--- config.mk ---
export PLATFORM = sky130hd
export DESIGN_NAME = hazard_ctrl_flat
export DESIGN_NICKNAME = d
export VERILOG_FILES = /design/src/rtl/hazard_ctrl_if.sv /design/src/rtl/hazard_ctrl.sv /design/src/flat_wrapper.sv
export SDC_FILE = /design/constraint.sdc
export NUM_CORES = 1
export LEC_CHECK = 0
export CAP_MARGIN = 20
export CORE_MARGIN = 2
export CORE_UTILIZATION = 41
export DETAILED_ROUTE_END_ITERATION = 16
export HOLD_SLACK_MARGIN = 0.12
export PLACE_DENSITY = 0.79
export SETUP_SLACK_MARGIN = 0.02
export SYNTH_ARGS = -nofsm -noshare
export SYNTH_HDL_FRONTEND = slang
export SYNTH_SLANG_ARGS = --single-unit
--- constraint.sdc ---
create_clock -name clk -period 2.4 [get_ports clk]
set_input_delay 0.36 -clock clk [delete_from_list [all_inputs] [get_ports clk]]
set_output_delay 0.36 -clock clk [all_outputs]
set_load 0.03 [all_outputs]
--- src/rtl/hazard_ctrl_if.sv ---
// rtl/hazard_ctrl_if.sv - pipeline-side signal bundle for hazard_ctrl
// Perf counter signals exist only when HAZARD_PERF_CNT_EN is defined.
interface hazard_ctrl_if;
  logic        mem_do_read_ctrl_ex;
  logic [4:0]  wr_reg_idx_ex;
  logic [4:0]  r1_reg_idx_id;
  logic [4:0]  r2_reg_idx_id;
  logic        uses_rs1_id;
  logic        uses_rs2_id;
  logic        branch_taken_ex;
  logic        do_jump_ex;
  logic        imem_ready;
  logic        dmem_req_mem;
  logic        dmem_ready;
  logic        pc_enable;
  logic        if_id_enable;
  logic        if_id_clear;
  logic        id_ex_enable;
  logic        id_ex_clear;
  logic        ex_mem_enable;
  logic        ex_mem_clear;
  logic        mem_wb_enable;
  logic        mem_wb_clear;
  logic        bus_error;
  logic [1:0]  hz_state;
`ifdef HAZARD_PERF_CNT_EN
  logic [31:0] perf_load_use_cnt;
  logic [31:0] perf_flush_cnt;
  logic [31:0] perf_dwait_cnt;
`endif

  modport master (
    output mem_do_read_ctrl_ex, wr_reg_idx_ex, r1_reg_idx_id, r2_reg_idx_id,
           uses_rs1_id, uses_rs2_id, branch_taken_ex, do_jump_ex, imem_ready,
           dmem_req_mem, dmem_ready,
    input  pc_enable, if_id_enable, if_id_clear, id_ex_enable, id_ex_clear,
           ex_mem_enable, ex_mem_clear, mem_wb_enable, mem_wb_clear,
           bus_error, hz_state
`ifdef HAZARD_PERF_CNT_EN
    , input perf_load_use_cnt, perf_flush_cnt, perf_dwait_cnt
`endif
  );

  modport slave (
    input  mem_do_read_ctrl_ex, wr_reg_idx_ex, r1_reg_idx_id, r2_reg_idx_id,
           uses_rs1_id, uses_rs2_id, branch_taken_ex, do_jump_ex, imem_ready,
           dmem_req_mem, dmem_ready,
    output pc_enable, if_id_enable, if_id_clear, id_ex_enable, id_ex_clear,
           ex_mem_enable, ex_mem_clear, mem_wb_enable, mem_wb_clear,
           bus_error, hz_state
`ifdef HAZARD_PERF_CNT_EN
    , output perf_load_use_cnt, perf_flush_cnt, perf_dwait_cnt
`endif
  );
endinterface

--- src/rtl/hazard_ctrl.sv ---
// rtl/hazard_ctrl.sv - 5-stage pipeline hazard/stall controller with dmem watchdog
// Optional performance counters are compiled in with HAZARD_PERF_CNT_EN.
module hazard_ctrl #(
  parameter int unsigned DMEM_TIMEOUT = 255
) (
  input logic          clk,
  input logic          clear,
  hazard_ctrl_if.slave hz
);
  localparam int unsigned CW = (DMEM_TIMEOUT == 0) ? 1 : $clog2(DMEM_TIMEOUT + 1);
  localparam logic [CW-1:0] TMAX = CW'(DMEM_TIMEOUT);

  typedef enum logic [1:0] {ST_RUN = 2'd0, ST_DWAIT = 2'd1, ST_ERR = 2'd2} state_e;

  state_e        state_q, state_d;
  logic [CW-1:0] wait_cnt_q, wait_cnt_d;
  logic          bus_error_q;
  logic          load_use, redirect, dstall;
  logic [4:0]    en;   // {pc, if_id, id_ex, ex_mem, mem_wb}
  logic [3:0]    clr;  // {if_id, id_ex, ex_mem, mem_wb}

  assign load_use = hz.mem_do_read_ctrl_ex && (hz.wr_reg_idx_ex != 5'd0) &&
                    ((hz.uses_rs1_id && (hz.r1_reg_idx_id == hz.wr_reg_idx_ex)) ||
                     (hz.uses_rs2_id && (hz.r2_reg_idx_id == hz.wr_reg_idx_ex)));
  assign redirect = hz.branch_taken_ex || hz.do_jump_ex;
  assign dstall   = hz.dmem_req_mem && !hz.dmem_ready;

  always_ff @(posedge clk) begin
    if (clear) begin
      state_q     <= ST_RUN;
      wait_cnt_q  <= '0;
      bus_error_q <= 1'b0;
    end else begin
      state_q     <= state_d;
      wait_cnt_q  <= wait_cnt_d;
      bus_error_q <= bus_error_q || (state_d == ST_ERR);
    end
  end

  always_comb begin
    state_d    = state_q;
    wait_cnt_d = wait_cnt_q;
    case (state_q)
      ST_RUN: begin
        if (dstall) begin
          state_d    = ST_DWAIT;
          wait_cnt_d = CW'(1);
        end
      end
      ST_DWAIT: begin
        // Completion is checked first so a late dmem_ready beats the timeout.
        if (hz.dmem_ready || !hz.dmem_req_mem) begin
          state_d    = ST_RUN;
          wait_cnt_d = '0;
        end else if ((DMEM_TIMEOUT != 0) && (wait_cnt_q == TMAX)) begin
          state_d = ST_ERR;
        end else if ((DMEM_TIMEOUT != 0) && (wait_cnt_q != TMAX)) begin
          wait_cnt_d = wait_cnt_q + CW'(1);
        end
      end
      default: state_d = ST_ERR;
    endcase
  end

  always_comb begin
    en  = 5'b11111;
    clr = 4'b0000;
    if (clear) begin
      en  = 5'b00000;
      clr = 4'b1111;
    end else if (state_q == ST_ERR) begin
      en  = 5'b00000;
    end else if (dstall) begin
      en  = 5'b00000;
      clr = 4'b0001;
    end else if (redirect) begin
      clr = 4'b1100;
    end else if (load_use) begin
      en  = 5'b00111;
      clr = 4'b0100;
    end else if (!hz.imem_ready) begin
      en  = 5'b01111;
      clr = 4'b1000;
    end
  end

  assign hz.pc_enable     = en[4];
  assign hz.if_id_enable  = en[3];
  assign hz.id_ex_enable  = en[2];
  assign hz.ex_mem_enable = en[1];
  assign hz.mem_wb_enable = en[0];
  assign hz.if_id_clear   = clr[3];
  assign hz.id_ex_clear   = clr[2];
  assign hz.ex_mem_clear  = clr[1];
  assign hz.mem_wb_clear  = clr[0];
  assign hz.bus_error     = bus_error_q;
  assign hz.hz_state      = state_q;

`ifdef HAZARD_PERF_CNT_EN
  logic [31:0] perf_lu_q, perf_fl_q, perf_dw_q;
  logic        live;

  assign live = !clear && (state_q != ST_ERR);

  always_ff @(posedge clk) begin
    if (clear) begin
      perf_lu_q <= '0;
      perf_fl_q <= '0;
      perf_dw_q <= '0;
    end else if (live) begin
      if (dstall)        perf_dw_q <= perf_dw_q + 32'd1;
      else if (redirect) perf_fl_q <= perf_fl_q + 32'd1;
      else if (load_use) perf_lu_q <= perf_lu_q + 32'd1;
    end
  end

  assign hz.perf_load_use_cnt = perf_lu_q;
  assign hz.perf_flush_cnt    = perf_fl_q;
  assign hz.perf_dwait_cnt    = perf_dw_q;
`endif
endmodule

--- src/flat_wrapper.sv ---
// flat-port wrapper written by rule: the top's interface ports become plain ports
module hazard_ctrl_flat 
#(
  parameter int unsigned DMEM_TIMEOUT = 255
)
  (clk, clear, hz_mem_do_read_ctrl_ex, hz_wr_reg_idx_ex, hz_r1_reg_idx_id, hz_r2_reg_idx_id, hz_uses_rs1_id, hz_uses_rs2_id, hz_branch_taken_ex, hz_do_jump_ex, hz_imem_ready, hz_dmem_req_mem, hz_dmem_ready, hz_pc_enable, hz_if_id_enable, hz_if_id_clear, hz_id_ex_enable, hz_id_ex_clear, hz_ex_mem_enable, hz_ex_mem_clear, hz_mem_wb_enable, hz_mem_wb_clear, hz_bus_error, hz_hz_state);
  hazard_ctrl_if hz_i ();
  input logic clk;
  input logic clear;
  input wire logic [$bits(hz_i.mem_do_read_ctrl_ex)-1:0] hz_mem_do_read_ctrl_ex;
  input wire logic [$bits(hz_i.wr_reg_idx_ex)-1:0] hz_wr_reg_idx_ex;
  input wire logic [$bits(hz_i.r1_reg_idx_id)-1:0] hz_r1_reg_idx_id;
  input wire logic [$bits(hz_i.r2_reg_idx_id)-1:0] hz_r2_reg_idx_id;
  input wire logic [$bits(hz_i.uses_rs1_id)-1:0] hz_uses_rs1_id;
  input wire logic [$bits(hz_i.uses_rs2_id)-1:0] hz_uses_rs2_id;
  input wire logic [$bits(hz_i.branch_taken_ex)-1:0] hz_branch_taken_ex;
  input wire logic [$bits(hz_i.do_jump_ex)-1:0] hz_do_jump_ex;
  input wire logic [$bits(hz_i.imem_ready)-1:0] hz_imem_ready;
  input wire logic [$bits(hz_i.dmem_req_mem)-1:0] hz_dmem_req_mem;
  input wire logic [$bits(hz_i.dmem_ready)-1:0] hz_dmem_ready;
  output wire logic [$bits(hz_i.pc_enable)-1:0] hz_pc_enable;
  output wire logic [$bits(hz_i.if_id_enable)-1:0] hz_if_id_enable;
  output wire logic [$bits(hz_i.if_id_clear)-1:0] hz_if_id_clear;
  output wire logic [$bits(hz_i.id_ex_enable)-1:0] hz_id_ex_enable;
  output wire logic [$bits(hz_i.id_ex_clear)-1:0] hz_id_ex_clear;
  output wire logic [$bits(hz_i.ex_mem_enable)-1:0] hz_ex_mem_enable;
  output wire logic [$bits(hz_i.ex_mem_clear)-1:0] hz_ex_mem_clear;
  output wire logic [$bits(hz_i.mem_wb_enable)-1:0] hz_mem_wb_enable;
  output wire logic [$bits(hz_i.mem_wb_clear)-1:0] hz_mem_wb_clear;
  output wire logic [$bits(hz_i.bus_error)-1:0] hz_bus_error;
  output wire logic [$bits(hz_i.hz_state)-1:0] hz_hz_state;
  assign hz_i.mem_do_read_ctrl_ex = hz_mem_do_read_ctrl_ex;
  assign hz_i.wr_reg_idx_ex = hz_wr_reg_idx_ex;
  assign hz_i.r1_reg_idx_id = hz_r1_reg_idx_id;
  assign hz_i.r2_reg_idx_id = hz_r2_reg_idx_id;
  assign hz_i.uses_rs1_id = hz_uses_rs1_id;
  assign hz_i.uses_rs2_id = hz_uses_rs2_id;
  assign hz_i.branch_taken_ex = hz_branch_taken_ex;
  assign hz_i.do_jump_ex = hz_do_jump_ex;
  assign hz_i.imem_ready = hz_imem_ready;
  assign hz_i.dmem_req_mem = hz_dmem_req_mem;
  assign hz_i.dmem_ready = hz_dmem_ready;
  assign hz_pc_enable = hz_i.pc_enable;
  assign hz_if_id_enable = hz_i.if_id_enable;
  assign hz_if_id_clear = hz_i.if_id_clear;
  assign hz_id_ex_enable = hz_i.id_ex_enable;
  assign hz_id_ex_clear = hz_i.id_ex_clear;
  assign hz_ex_mem_enable = hz_i.ex_mem_enable;
  assign hz_ex_mem_clear = hz_i.ex_mem_clear;
  assign hz_mem_wb_enable = hz_i.mem_wb_enable;
  assign hz_mem_wb_clear = hz_i.mem_wb_clear;
  assign hz_bus_error = hz_i.bus_error;
  assign hz_hz_state = hz_i.hz_state;
  hazard_ctrl #(.DMEM_TIMEOUT(DMEM_TIMEOUT)) u_core (.clk(clk), .clear(clear), .hz(hz_i));
endmodule
**Yosys cells after proc, flatten, opt, wreduce, memory -nomap -nowiden**

Cells that the tools add are included.

- Bits in registers: 11
- Bits of input ports: 25
- Output and inout bits: 12
- Word-level logic and storage cells: 50

- Add/sub/neg operators: 1
- Equal/unequal tests: 10
- Muxes and demuxes: 21
- Reductions and logical operators: 15

Operator list:

| operator | number |
|---|---|
| $mux 8 | 4 |
| $mux 5 | 6 |
| $mux 4 | 6 |
| $pmux 8 s2 | 1 |
| $eq 5x5->1 | 2 |
| $add 8x1->8 const B | 1 |
| $eq 8x8->1 const B | 1 |
| $ne 8x8->1 const B | 1 |
| $mux 2 | 3 |
| $logic_and 1x1->1 | 5 |
| $reduce_bool 5->1 | 1 |
| $eq 2x2->1 const B | 2 |
| $logic_or 1x1->1 | 4 |
| $pmux 2 s2 | 1 |
| $reduce_and 4->1 | 1 |
| $ne 3x1->1 const B | 1 |
| $ne 3x2->1 const B | 1 |
| $eq 2x1->1 const B | 1 |
| $logic_not 1->1 | 2 |
| $logic_not 2->1 | 1 |
| $ne 2x1->1 const B | 1 |
| $reduce_bool 2->1 | 1 |

**Logic depth before layout (Yosys ltp)**

- Depth in word-level cells: 9
- Depth in mapped cells: 6
- Gate-level depth less buffers: 6

**Worst setup path before layout**

No wires, ideal clock.

- Kind: register to output
- Start: register u_core.state_q[0] (netlist: u_core.hz.hz_state[0])
- End: output port hz_pc_enable
- Arrival: 2.079 ns
- Required time: 2.040 ns
- Setup slack: -0.039 ns
- Cell stages (with the launch flop): 6
- Path buffers: 0
- Cell sequence: dfxtp_1 > nand2b_1 > nand2_1 > nor2_1 > o31ai_1 > a21oi_1

- Longest elaborated chain between the ends: 3

Ends and longest elaborated chain:

| what | RTL line | source |
|---|---|---|
| start, declared | hazard_ctrl.sv:15 | `state_e state_q, state_d;` |
| start signal, assigned | hazard_ctrl.sv:34 | `state_q <= state_d;` |
| $eq 2x2->1 | hazard_ctrl.sv:71 | `end else if (state_q == ST_ERR) begin` |
| $mux 5 | hazard_ctrl.sv:71 |  |
| $mux 5 | hazard_ctrl.sv:68 | `if (clear) begin` |
| end, declared | flat_wrapper.sv:21 | `output wire logic [$bits(hz_i.pc_enable)-1:0] hz_pc_enable;` |

Every way passes these cells.

**Worst setup path after layout**

- Start: input port hz_wr_reg_idx_ex[0]
- End: output port hz_id_ex_clear

- Longest elaborated chain between the ends: 9
- Elaborated cells between the ends (all ways): 13

Ends and longest elaborated chain:

| what | RTL line | source |
|---|---|---|
| start, declared | flat_wrapper.sv:11 | `input wire logic [$bits(hz_i.wr_reg_idx_ex)-1:0] hz_wr_reg_idx_ex;` |
| $eq 5x5->1, on equally long branches | hazard_ctrl.sv:23, hazard_ctrl.sv:24 |  |
| $logic_and 1x1->1, on equally long branches | hazard_ctrl.sv:23, hazard_ctrl.sv:24 |  |
| $logic_or 1x1->1 | hazard_ctrl.sv:23 | `((hz.uses_rs1_id && (hz.r1_reg_idx_id == hz.wr_reg_idx_ex)) \|\|` |
| $logic_and 1x1->1 * | hazard_ctrl.sv:22 | `assign load_use = hz.mem_do_read_ctrl_ex && (hz.wr_reg_idx_ex != 5'd0) &&` |
| $mux 4 * | hazard_ctrl.sv:78 | `end else if (load_use) begin` |
| $mux 4 * | hazard_ctrl.sv:76 | `end else if (redirect) begin` |
| $mux 4 * | hazard_ctrl.sv:73 | `end else if (dstall) begin` |
| $mux 4 * | hazard_ctrl.sv:71 |  |
| $mux 4 * | hazard_ctrl.sv:68 |  |
| end, declared | flat_wrapper.sv:25 | `output wire logic [$bits(hz_i.id_ex_clear)-1:0] hz_id_ex_clear;` |

Mark *: on every way between the ends. The rest lies on a longest branch, timed or not.

==> results.ini <==
[synth]
synth_most_common_cell = dfxtp_1
yosys-top-cells-count = 11 x dfxtp_1, 10 x nor2_1, 10 x xnor2_1, 9 x nand2_1, 8 x a21oi_1
avgSynthCellArea_um2 = 7.92
synth.distinct_cells = 42
syn_inst = 106
yosysTopAreaCell = dfxtp_1
synthFlopType = dfxtp_1
synth_top_area_frac = 0.262
ys_ff_latch = 11
synth_area_leaders = dfxtp_1 26%, xnor2_1 10%, a311oi_2 5.4%
ys_warn_count = 0
async_reset_ff_frac = 0
synth_edf_count = 0
syn_area_um2 = 840
ys_seq_area_frac = 0.262
synth_nets = 132

[setup_path]
end_kind = output pin
critical-path-slowest-cell = clkdlybuf4s50_1
worstPathCellList = clkdlybuf4s50_1 -> xnor2_1 -> nand4_1 -> o22ai_1 -> a21boi_1 -> o21bai_1 -> clkdlybuf4s15_2
crit_type = in -> out
cp_top_family = buffers and inverters
critPathMaxFanout = 3
cp.arrival_ns = 1.91
critPathBufInv = 2
critical_path_required_ns = 2.04
critPathMaxStageDelay_ns = 0.56
start_kind = input port

[routing]
drt_first_pass_iters = 5
wl_um = 2300
vias = 944
post_drt_wl_per_cell_um = 13.1
drcViolationCount = 0
initialDrtViolationCount = 15
ant_nets = 0
viasPerCell = 5.39

[global_route]
grt-ovfl-total = 0
gr-usage-all-layers = 0.198
grt_max_degree = 17
grt_antenna_before_repair = 0
grt_pass1_vias = 906
grt_pass1_wl_um = 3810

[sta]
skew_ns = 0.00374
finalCritPeriodShare = 0.945
setup_violations = 0
tightest_slew_ns = 0.414
slew_viol_final = 0
relSlewSlack = 0.723
hold_violations = 0
rsz0062_at_grt = false
max_freq_ghz = 0.441
min_period_ns = 2.27
tns_ns = 0

[clocking]
cts_tree = built
cts-htree-levels = 1
clkLatencyLatePin_ns = 0.27
cts_buffers = 3
cts_max_path_buffers = 2
hold_buffers = 0
post-cts-setup-buffers = 0
cts-root-buf = clkbuf_4
clkTransAtPathRegs_ns = 0.07
cts_resized = 9
clock-sinks = 11

[floorplan]
pin_count = 37
die_w_um = 49.3
initial_core_util = 0.432
rows = 16
chipHeight_um = 49.3
die_area_um2 = 2430
core_um2 = 1940

[power_and_ir_drop]
ir_drop_v = 0.000315
leakagePower_nw = 0.443
power_density_nw_per_um2 = 365
p_total_mw = 0.464

[placed_design]
dp_hpwl_um = 1800
io_buffers = 36
globalplace.congestion = 0.800

[finish]
area_delta_synth_final_pct = 51.4
register_area_um2 = 220
diodes = 0
fillerInstances = 164
drive_gt1_frac = 0.209
nets = 175
multi_input_area_um2 = 581

[flow_run]
drv_cap = 0

[hold_path]
hold_path_class = reg -> reg

[outcome]
status = finished clean

-- area by class of cell --
class                   count  share of cell area
multi-input cells          85               0.457
repair buffers             43               0.308
inverters                   5              0.0148
well taps                  27              0.0266
flip-flops and latches     11               0.173
clock buffers               4              0.0207
-- cell usage in the layout, fill, tap and decap left out, types with 2 or more instances in the layout --
master | Yosys | routed
nand4_1 | 2 | 2
a21oi_1 | 8 | 8
clkdlybuf4s50_1 | 0 | 24
nand2_1 | 9 | 9
dlygate4sd2_1 | 0 | 4
dfxtp_1 | 11 | 11
nor3_2 | 2 | 2
xnor2_1 | 10 | 10
o21ai_2 | 1 | 2
nor2_1 | 10 | 9
a21boi_1 | 2 | 2
inv_1 | 3 | 3
inv_2 | 2 | 2
nor3_1 | 3 | 3
nor4_1 | 2 | 2
nand3_1 | 4 | 4
buf_4 | 3 | 14
o21ai_0 | 4 | 4
nand2b_1 | 2 | 2
clkbuf_4 | 0 | 3
a311oi_2 | 3 | 3
-- state kept, by name, indices dropped and copies added (netlist names) --
name / flops
u_core.wait_cnt_q: 8
u_core.hz.hz_state: 2
u_core.hz.bus_error: 1
-- path summary, 6_finish.rpt --
check                                            end                  from  slack, ns  cells past startpoint
worst max register to register  u_core.wait_cnt_q[4]  u_core.wait_cnt_q[0]       0.56                      5
worst max-delay path                  hz_id_ex_clear   hz_wr_reg_idx_ex[0]       0.13                      7
worst min register to register   u_core.hz.bus_error   u_core.hz.bus_error       0.45                      2
worst min-delay path             u_core.hz.bus_error   u_core.hz.bus_error       0.45                      2
-- stage by stage --
stage	utilization	area (µm²)	worst slack, ns	instances	hold slack (ns)
floorplan	-	842	0.125	106	0.446
global placement	0.639	1240	-0.292	171	0.435
detailed placement	0.639	1240	-0.326	171	0.447
CTS	0.655	1270	0.134	175	0.458
global route	0.655	1270	0.0689	175	0.481
finish	0.655	1270	0.131	175	0.451
-- power by group --
| part | switching [mW] | leakage, nW | internal, mW |
|---|---|---|---|
| logic | 0.0692 | 0.340 | 0.0776 |
| clock network | 0.0657 | 0.0150 | 0.0644 |
| registers | 0.00323 | 0.0889 | 0.184 |
| total | 0.138 | 0.443 | 0.326 |
-- cells by family (layout without fill, tap and decap cells) --
logic type	count (synthesis)	after routing	share of synthesized area
xor+xnor	10	10	0.104
flops	11	11	0.262
compound gates	32	32	0.294
buf+inv	10	52	0.0581
fa+ha+maj	1	1	0.0149
simple gates	42	42	0.267
-- per-layer routing --
metal  share of wire  wire (µm)  global-route usage
met5               0          0                   0
met4          0.0083         19              0.0810
met3           0.067        153              0.0491
met2            0.51       1170               0.354
met1            0.42        954               0.223
-- tightest hold or removal path, cell delays in order, from the launching register on --
cell and delay, ns:
dfxtp_1 0.31, inv_1 0.05, a21oi_1 0.05
(Power assumes the default switching activity.)
